==> src/rtl/sdram_req_scheduler_if.sv <==
// rtl/sdram_req_scheduler_if.sv - host request/response, controller and status signals of sdram_req_scheduler
interface sdram_req_scheduler_if #(
    parameter int HADDR_WIDTH = 24,
    parameter int DATA_WIDTH  = 16,
    parameter int FIFO_AW     = 2
);
    logic                   req_valid;
    logic                   req_ready;
    logic                   req_write;
    logic [HADDR_WIDTH-1:0] req_addr;
    logic [DATA_WIDTH-1:0]  req_wdata;
    logic                   rsp_valid;
    logic                   rsp_ready;
    logic [DATA_WIDTH-1:0]  rsp_data;
    logic [HADDR_WIDTH-1:0] sd_wr_addr;
    logic [HADDR_WIDTH-1:0] sd_rd_addr;
    logic [DATA_WIDTH-1:0]  sd_wr_data;
    logic                   sd_wr_enable;
    logic                   sd_rd_enable;
    logic [DATA_WIDTH-1:0]  sd_rd_data;
    logic                   sd_rd_ready;
    logic                   sd_busy;
    logic [FIFO_AW:0]       fifo_level;
    logic                   sched_idle;
    logic                   timeout_err;

    modport slave (
        input  req_valid, req_write, req_addr, req_wdata, rsp_ready,
               sd_rd_data, sd_rd_ready, sd_busy,
        output req_ready, rsp_valid, rsp_data, sd_wr_addr, sd_rd_addr, sd_wr_data,
               sd_wr_enable, sd_rd_enable, fifo_level, sched_idle, timeout_err
    );

    modport master (
        output req_valid, req_write, req_addr, req_wdata, rsp_ready,
               sd_rd_data, sd_rd_ready, sd_busy,
        input  req_ready, rsp_valid, rsp_data, sd_wr_addr, sd_rd_addr, sd_wr_data,
               sd_wr_enable, sd_rd_enable, fifo_level, sched_idle, timeout_err
    );
endinterface

==> src/rtl/sdram_req_scheduler.sv <==
// rtl/sdram_req_scheduler.sv - in-order request FIFO and one-at-a-time issue FSM in front of the SDRAM controller
// Optional wait timeout enabled by defining SDRAM_SCHED_TIMEOUT_EN.
module sdram_req_scheduler #(
    parameter int HADDR_WIDTH    = 24,
    parameter int DATA_WIDTH     = 16,
    parameter int FIFO_AW        = 2,
    parameter int TIMEOUT_CYCLES = 255
) (
    input  logic                 clk,
    input  logic                 rst_n,
    sdram_req_scheduler_if.slave bus
);
    localparam int DEPTH = 1 << FIFO_AW;
    localparam logic [FIFO_AW:0] FULL_LEVEL = (FIFO_AW + 1)'(DEPTH);

    typedef enum logic [1:0] {S_IDLE, S_ISSUE, S_WAIT_WR, S_WAIT_RD} state_t;
    state_t state, state_nxt;

    logic                   fifo_write [DEPTH];
    logic [HADDR_WIDTH-1:0] fifo_addr  [DEPTH];
    logic [DATA_WIDTH-1:0]  fifo_data  [DEPTH];
    logic [FIFO_AW-1:0]     wr_ptr, rd_ptr;
    logic [FIFO_AW:0]       level;

    logic                   head_write;
    logic [HADDR_WIDTH-1:0] head_addr;
    logic [DATA_WIDTH-1:0]  head_data;

    logic                   rsp_valid_q;
    logic [DATA_WIDTH-1:0]  rsp_data_q;

    logic push, pop, rsp_blocked, capture, tmo_hit, tmo_take, tmo_rsp;

    assign bus.req_ready = (level != FULL_LEVEL);
    assign push          = bus.req_valid & bus.req_ready;
    assign rsp_blocked   = rsp_valid_q & ~bus.rsp_ready;
    // A read may not start while its response would have nowhere to land.
    assign pop = (state == S_IDLE) && (level != '0) && (fifo_write[rd_ptr] || !rsp_blocked);

    always_ff @(posedge clk) begin
        if (push) begin
            fifo_write[wr_ptr] <= bus.req_write;
            fifo_addr[wr_ptr]  <= bus.req_addr;
            fifo_data[wr_ptr]  <= bus.req_wdata;
        end
    end

    always_ff @(posedge clk) begin
        if (!rst_n) begin
            wr_ptr <= '0;
            rd_ptr <= '0;
            level  <= '0;
        end else begin
            if (push) wr_ptr <= wr_ptr + 1'b1;
            if (pop)  rd_ptr <= rd_ptr + 1'b1;
            case ({push, pop})
                2'b10:   level <= level + 1'b1;
                2'b01:   level <= level - 1'b1;
                default: ;
            endcase
        end
    end

    always_ff @(posedge clk) begin
        if (!rst_n) begin
            head_write <= 1'b0;
            head_addr  <= '0;
            head_data  <= '0;
        end else if (pop) begin
            head_write <= fifo_write[rd_ptr];
            head_addr  <= fifo_addr[rd_ptr];
            head_data  <= fifo_data[rd_ptr];
        end
    end

    always_ff @(posedge clk) begin
        if (!rst_n) state <= S_IDLE;
        else        state <= state_nxt;
    end

    always_comb begin
        state_nxt = state;
        capture   = 1'b0;
        tmo_take  = 1'b0;
        case (state)
            S_IDLE: begin
                if (pop) state_nxt = S_ISSUE;
            end
            S_ISSUE: begin
                if (bus.sd_busy) state_nxt = head_write ? S_WAIT_WR : S_WAIT_RD;
                else if (tmo_hit) begin
                    tmo_take  = 1'b1;
                    state_nxt = S_IDLE;
                end
            end
            S_WAIT_WR: begin
                if (!bus.sd_busy) state_nxt = S_IDLE;
                else if (tmo_hit) begin
                    tmo_take  = 1'b1;
                    state_nxt = S_IDLE;
                end
            end
            S_WAIT_RD: begin
                // The busy fall after read data is consumed in S_WAIT_WR.
                if (bus.sd_rd_ready) begin
                    capture   = 1'b1;
                    state_nxt = S_WAIT_WR;
                end else if (tmo_hit) begin
                    tmo_take  = 1'b1;
                    state_nxt = S_IDLE;
                end
            end
            default: state_nxt = S_IDLE;
        endcase
    end

    // A read abandoned before its data arrived still answers, with zero data, to keep ordering.
    assign tmo_rsp = tmo_take && !head_write && (state == S_ISSUE || state == S_WAIT_RD);

    always_ff @(posedge clk) begin
        if (!rst_n) begin
            rsp_valid_q <= 1'b0;
            rsp_data_q  <= '0;
        end else if (capture) begin
            rsp_valid_q <= 1'b1;
            rsp_data_q  <= bus.sd_rd_data;
        end else if (tmo_rsp) begin
            rsp_valid_q <= 1'b1;
            rsp_data_q  <= '0;
        end else if (rsp_valid_q && bus.rsp_ready) begin
            rsp_valid_q <= 1'b0;
        end
    end

`ifdef SDRAM_SCHED_TIMEOUT_EN
    localparam int CW = $clog2(TIMEOUT_CYCLES + 1);
    logic [CW-1:0] tmo_cnt;
    logic          tmo_err_q;

    always_ff @(posedge clk) begin
        if (!rst_n) begin
            tmo_cnt   <= '0;
            tmo_err_q <= 1'b0;
        end else begin
            if (state == S_IDLE || state_nxt != state) tmo_cnt <= '0;
            else                                       tmo_cnt <= tmo_cnt + 1'b1;
            if (tmo_take) tmo_err_q <= 1'b1;
        end
    end

    assign tmo_hit         = (state != S_IDLE) && (tmo_cnt == CW'(TIMEOUT_CYCLES - 1));
    assign bus.timeout_err = tmo_err_q;
`else
    logic unused_tmo;
    assign unused_tmo      = (TIMEOUT_CYCLES == 0);
    assign tmo_hit         = 1'b0;
    assign bus.timeout_err = 1'b0;
`endif

    assign bus.sd_wr_enable = (state == S_ISSUE) &&  head_write;
    assign bus.sd_rd_enable = (state == S_ISSUE) && !head_write;
    assign bus.sd_wr_addr   = head_addr;
    assign bus.sd_rd_addr   = head_addr;
    assign bus.sd_wr_data   = head_data;
    assign bus.rsp_valid    = rsp_valid_q;
    assign bus.rsp_data     = rsp_data_q;
    assign bus.fifo_level   = level;
    assign bus.sched_idle   = (level == '0) && (state == S_IDLE);
endmodule

==> src/flat_wrapper.sv <==
// flat-port wrapper written by rule: the top's interface ports become plain ports
module sdram_req_scheduler_flat 
#(
    parameter int HADDR_WIDTH    = 24,
    parameter int DATA_WIDTH     = 16,
    parameter int FIFO_AW        = 2,
    parameter int TIMEOUT_CYCLES = 255
)
  (clk, rst_n, bus_req_valid, bus_req_write, bus_req_addr, bus_req_wdata, bus_rsp_ready, bus_sd_rd_data, bus_sd_rd_ready, bus_sd_busy, bus_req_ready, bus_rsp_valid, bus_rsp_data, bus_sd_wr_addr, bus_sd_rd_addr, bus_sd_wr_data, bus_sd_wr_enable, bus_sd_rd_enable, bus_fifo_level, bus_sched_idle, bus_timeout_err);
  sdram_req_scheduler_if #(.HADDR_WIDTH(HADDR_WIDTH), .DATA_WIDTH(DATA_WIDTH), .FIFO_AW(FIFO_AW)) bus_i ();
  input  logic clk;
  input  logic rst_n;
  input wire logic [$bits(bus_i.req_valid)-1:0] bus_req_valid;
  input wire logic [$bits(bus_i.req_write)-1:0] bus_req_write;
  input wire logic [$bits(bus_i.req_addr)-1:0] bus_req_addr;
  input wire logic [$bits(bus_i.req_wdata)-1:0] bus_req_wdata;
  input wire logic [$bits(bus_i.rsp_ready)-1:0] bus_rsp_ready;
  input wire logic [$bits(bus_i.sd_rd_data)-1:0] bus_sd_rd_data;
  input wire logic [$bits(bus_i.sd_rd_ready)-1:0] bus_sd_rd_ready;
  input wire logic [$bits(bus_i.sd_busy)-1:0] bus_sd_busy;
  output wire logic [$bits(bus_i.req_ready)-1:0] bus_req_ready;
  output wire logic [$bits(bus_i.rsp_valid)-1:0] bus_rsp_valid;
  output wire logic [$bits(bus_i.rsp_data)-1:0] bus_rsp_data;
  output wire logic [$bits(bus_i.sd_wr_addr)-1:0] bus_sd_wr_addr;
  output wire logic [$bits(bus_i.sd_rd_addr)-1:0] bus_sd_rd_addr;
  output wire logic [$bits(bus_i.sd_wr_data)-1:0] bus_sd_wr_data;
  output wire logic [$bits(bus_i.sd_wr_enable)-1:0] bus_sd_wr_enable;
  output wire logic [$bits(bus_i.sd_rd_enable)-1:0] bus_sd_rd_enable;
  output wire logic [$bits(bus_i.fifo_level)-1:0] bus_fifo_level;
  output wire logic [$bits(bus_i.sched_idle)-1:0] bus_sched_idle;
  output wire logic [$bits(bus_i.timeout_err)-1:0] bus_timeout_err;
  assign bus_i.req_valid = bus_req_valid;
  assign bus_i.req_write = bus_req_write;
  assign bus_i.req_addr = bus_req_addr;
  assign bus_i.req_wdata = bus_req_wdata;
  assign bus_i.rsp_ready = bus_rsp_ready;
  assign bus_i.sd_rd_data = bus_sd_rd_data;
  assign bus_i.sd_rd_ready = bus_sd_rd_ready;
  assign bus_i.sd_busy = bus_sd_busy;
  assign bus_req_ready = bus_i.req_ready;
  assign bus_rsp_valid = bus_i.rsp_valid;
  assign bus_rsp_data = bus_i.rsp_data;
  assign bus_sd_wr_addr = bus_i.sd_wr_addr;
  assign bus_sd_rd_addr = bus_i.sd_rd_addr;
  assign bus_sd_wr_data = bus_i.sd_wr_data;
  assign bus_sd_wr_enable = bus_i.sd_wr_enable;
  assign bus_sd_rd_enable = bus_i.sd_rd_enable;
  assign bus_fifo_level = bus_i.fifo_level;
  assign bus_sched_idle = bus_i.sched_idle;
  assign bus_timeout_err = bus_i.timeout_err;
  sdram_req_scheduler #(.HADDR_WIDTH(HADDR_WIDTH), .DATA_WIDTH(DATA_WIDTH), .FIFO_AW(FIFO_AW), .TIMEOUT_CYCLES(TIMEOUT_CYCLES)) u_core (.clk(clk), .rst_n(rst_n), .bus(bus_i));
endmodule
==> config.mk <==
export PLATFORM = sky130hd
export DESIGN_NAME = sdram_req_scheduler_flat
export DESIGN_NICKNAME = d
export VERILOG_FILES = /design/src/rtl/sdram_req_scheduler_if.sv /design/src/rtl/sdram_req_scheduler.sv /design/src/flat_wrapper.sv
export SDC_FILE = /design/constraint.sdc
export NUM_CORES = 1
export LEC_CHECK = 0
export BUFFER_PORTS_ARGS = -buffer_cell sky130_fd_sc_hd__buf_4
export CAP_MARGIN = 20
export CELL_PAD_IN_SITES_DETAIL_PLACEMENT = 0
export CELL_PAD_IN_SITES_GLOBAL_PLACEMENT = 1
export CORE_MARGIN = 3
export CORE_UTILIZATION = 46
export CTS_CLUSTER_DIAMETER = 50
export DETAILED_ROUTE_END_ITERATION = 10
export GPL_ROUTABILITY_DRIVEN = 1
export PLACE_DENSITY = 0.86
export SKIP_LAST_GASP = 1
export SLEW_MARGIN = 20
export SYNTH_ARGS = -nofsm -noshare
export SYNTH_HDL_FRONTEND = slang
export SYNTH_SLANG_ARGS = --single-unit
==> constraint.sdc <==
create_clock -name clk -period 3.2 [get_ports clk]
set_input_delay 0.16 -clock clk [delete_from_list [all_inputs] [get_ports clk]]
set_output_delay 0.16 -clock clk [all_outputs]
set_load 0.02 [all_outputs]
==> metrics.yaml <==
status: "completed"
ioPinCount: 152
grt_pass1_vias: 5726
skew_ns: 0.01316
port_buffers: 150
critPathBufInv: 2
synth-compound-area-share_pct: 6.233
grt_use_total_pct: 17.48
layout.nets: 822
netlist-cell-type-count: 38
yosys-top-cells-count: "edfxtp_1, nand2_1, dfxtp_1, mux4_2, nand4_1"
synth_area_mm2: 0.009054
fp.dieH_um: 146.3
numCtsBuffers: 25
final_layout_size_suffix_gt1_share_pct: 37.05
antenna_cells: 0
cp_slowest_cell: "or3b_1"
gp_congestion: 0.7017
clkTransAtPathRegs_ns: 0.06
synth_edf_count: 164
post_drt_wl_per_cell_um: 18.26
grt_max_degree: 110
rrSetupSlack_ns: 0.72
die-area_mm2: 0.02140
coreArea_mm2: 0.01902
synthTopCellsByArea: "edfxtp_1, dfxtp_1, mux4_2"
htreeDepth: 1
synthesis.nets: 643
relSlewSlack_pct: 42.73
hold_depth: 3
synth_top_flop_cell: "edfxtp_1"
syn_area_per_cell_um2: 15.77
post_cts.repair.setup_buffers: 0
worstSkewPairLatency_ns: 0.51
worst_pin_slew_ns: 0.8591
firstDrtPassIters: 4
fillers: 1436
gr-total-overflow: 0
r2r_end: "u_core.bus.fifo_level[2]$_SDFFE_PN0P_"
fin_tns_setup_ns: 0
p_per_area_mw_per_mm2: 836.0
slew_violations: 0
final_antenna_net_count: 0
critPathMaxFanout: 6
leakagePower_nw: 4.188
synthArstFlopShare_pct: 0
critPathLaunchType: "flip-flop"
synth.most_common_cell: "edfxtp_1"
wl_um: 18840
cts_buffer_depth: 3
synth_top_area_share_pct: 54.39
min_from: "bus_rsp_ready"
hold_path.class: "in2reg"
synth_seq_cells: 233
crit_chain: "or3b_1 -> and2_1 -> inv_1 -> ha_1 -> inv_1 -> fa_1 -> xor2_1 -> or3_1 -> a21boi_0"
yosys.area.top_type: "edfxtp_1"
cts.sinks: 233
period_share_pct: 77.55
vias: 5407
synth_top_family_by_area: "multiplexers"
synthCells: 574
rsz0062_at_grt: "false"
hold_path_end: "u_core.bus.rsp_valid$_SDFFE_PN0P_"
critical_path.top_delay_family: "simple AND/OR/NAND/NOR gates"
crit_top_cell: "inv_1"
setup_violations: 0
grt_pass1_wl_um: 30170
yosys_warnings: 0
synth_xor_area_share_pct: 0.2902
rows: 50
vias_per_cell: 5.239
area_growth_pct: 28.48
first_iter_violations: 308
rr_worst_depth: 9
synthMuxAreaShare_pct: 10.34
required_ns: 3.62
tritoncts: "yes"
dp_hpwl_um: 10950
final.setup.worst_slack_ns: 0.7183
cts_root_buf: "clkbuf_16"
cp_slowest_stage_delay_ns: 0.44
period_needed_ns: 2.482
start_util_pct: 47.61
dp_slack_ns: 0.7007
drv_cap: 0
yosysSeqAreaShare_pct: 69.65
peakVddDrop_v: 0.0005230
antenna_found_initial: 0
hold_viol: 0
setup.worst_path.end_class: "flip-flop"
arrival_ns: 2.90
synth_fa_ha_area_share_pct: 0.9121
r2r-start: "u_core.bus.fifo_level[2]$_SDFFE_PN0P_"
path_class: "reg2reg"
max_freq_mhz: 403.0
yosys.area_share.simple_pct: 7.933
fp.dieW_um: 146.3
drc: 0
-- state kept, by name (all words and copies together), names as in the netlist, named ones only --
name / count
u_core.bus.fifo_level: 3
u_core.bus.rsp_valid: 1
u_core.bus.sd_rd_addr: 24
u_core.bus.rsp_data: 16
u_core.rd_ptr: 2
u_core.state: 2
u_core.head_write: 1
u_core.fifo_data: 64
u_core.fifo_write: 4
u_core.bus.sd_wr_data: 16
u_core.wr_ptr: 2
u_core.fifo_addr: 96
-- layout make-up --
cell class / count / area, um^2 / area share [%]
tap: 260 / 325.3 / 2.797
multi-input combinational: 269 / 2337 / 20.09
clock inverter: 17 / 185.2 / 1.592
sequential: 233 / 6311 / 54.25
inverter: 7 / 28.78 / 0.2474
timing repair buffer: 217 / 1794 / 15.42
clock buffer: 29 / 650.6 / 5.593
-- routing by layer --
| metal | vias to the layer above | share of wire (%) | global-route usage [%] |
|---|---|---|---|
| met3 | 34 | 6.3 | 3.569 |
| met2 | 188 | 51 | 31.28 |
| met4 | 0 | 1.7 | 4.092 |
| li1 | 2521 | - | - |
| met1 | 2664 | 41 | 21.98 |
| met5 | - | 0 | 0 |
-- per-stage QoR --
step                power, W  cells  hold slack [ns]  instance area, um^2  utilization, %
finish              0.009725   1032          0.03828                11630           61.16
global route         0.01019   1032          0.02617                11630           61.16
CTS                 0.009834   1031          0.02092                11600           61.02
detailed placement  0.006892    927           0.3644                10190           53.57
global placement    0.006803    927           0.3594                10190           53.57
floorplan           0.006061    574           0.2589                 9054               -
-- what timing repair did --
| item | 4_1_cts | 5_1_grt |
|---|---|---|
| endpoints found under the hold margin | 181 | 0 |
| hold buffers | 58 | 0 |
| resized for setup | 0 | 0 |
-- worst reg2reg max path, delay by kind of cell (launching register included) --
kind	cells	cell delay [ns]
buffers and inverters	2	0.14
AO/OA/AOI/OAI	1	0.20
flip-flops	1	0.38
XOR/XNOR	1	0.15
adder cells (fa/ha/maj)	2	0.55
AND/OR/NAND/NOR	3	0.97
-- where the power goes --
group	switching, W	total, W	leakage (nW)	internal (W)
sequential	0.000359	0.00409	2.07	0.00373
combinational	0.00159	0.00277	1.72	0.00118
clock	0.00115	0.00287	0.400	0.00172
-- layout by cell type, fill, tap and decap left out, types with 19 or more instances in the layout --
| master | count |
|---|---|
| clkbuf_16 | 25 |
| dlygate4sd3_1 | 58 |
| nand4_1 | 40 |
| nand2_1 | 80 |
| edfxtp_1 | 164 |
| buf_4 | 158 |
| o21ai_2 | 39 |
| mux4_2 | 40 |
| a21boi_0 | 19 |
| dfxtp_1 | 67 |
-- worst max-delay path by stage --
stage	startpoint	to	slack (ns)	cells past startpoint
3_5_place_dp	u_core.bus.fifo_level[2]$_SDFFE_PN0P_	u_core.bus.fifo_level[2]$_SDFFE_PN0P_	0.70	9
3_3_place_gp	u_core.bus.fifo_level[0]$_SDFFE_PN0P_	u_core.bus.fifo_level[2]$_SDFFE_PN0P_	0.89	9
4_1_cts	u_core.bus.fifo_level[2]$_SDFFE_PN0P_	u_core.bus.fifo_level[2]$_SDFFE_PN0P_	0.68	9
6_report	u_core.bus.fifo_level[2]$_SDFFE_PN0P_	u_core.bus.fifo_level[2]$_SDFFE_PN0P_	0.72	9
5_1_grt	u_core.bus.fifo_level[2]$_SDFFE_PN0P_	u_core.bus.fifo_level[2]$_SDFFE_PN0P_	0.52	9
2_1_floorplan	u_core.bus.fifo_level[0]$_SDFFE_PN0P_	u_core.bus.fifo_level[2]$_SDFFE_PN0P_	0.68	12
-- logic make-up (layout without fill, tap and decap cells) --
| kind of cell | count (synthesis) | after routing |
|---|---|---|
| compound gates | 71 | 71 |
| flops | 233 | 233 |
| fa+ha+maj | 6 | 6 |
| mux | 43 | 43 |
| simple gates | 145 | 145 |
| buf+inv | 72 | 270 |
| other cells | 1 | 1 |
| xor+xnor | 3 | 3 |
Power figures use the tool's default switching activity.
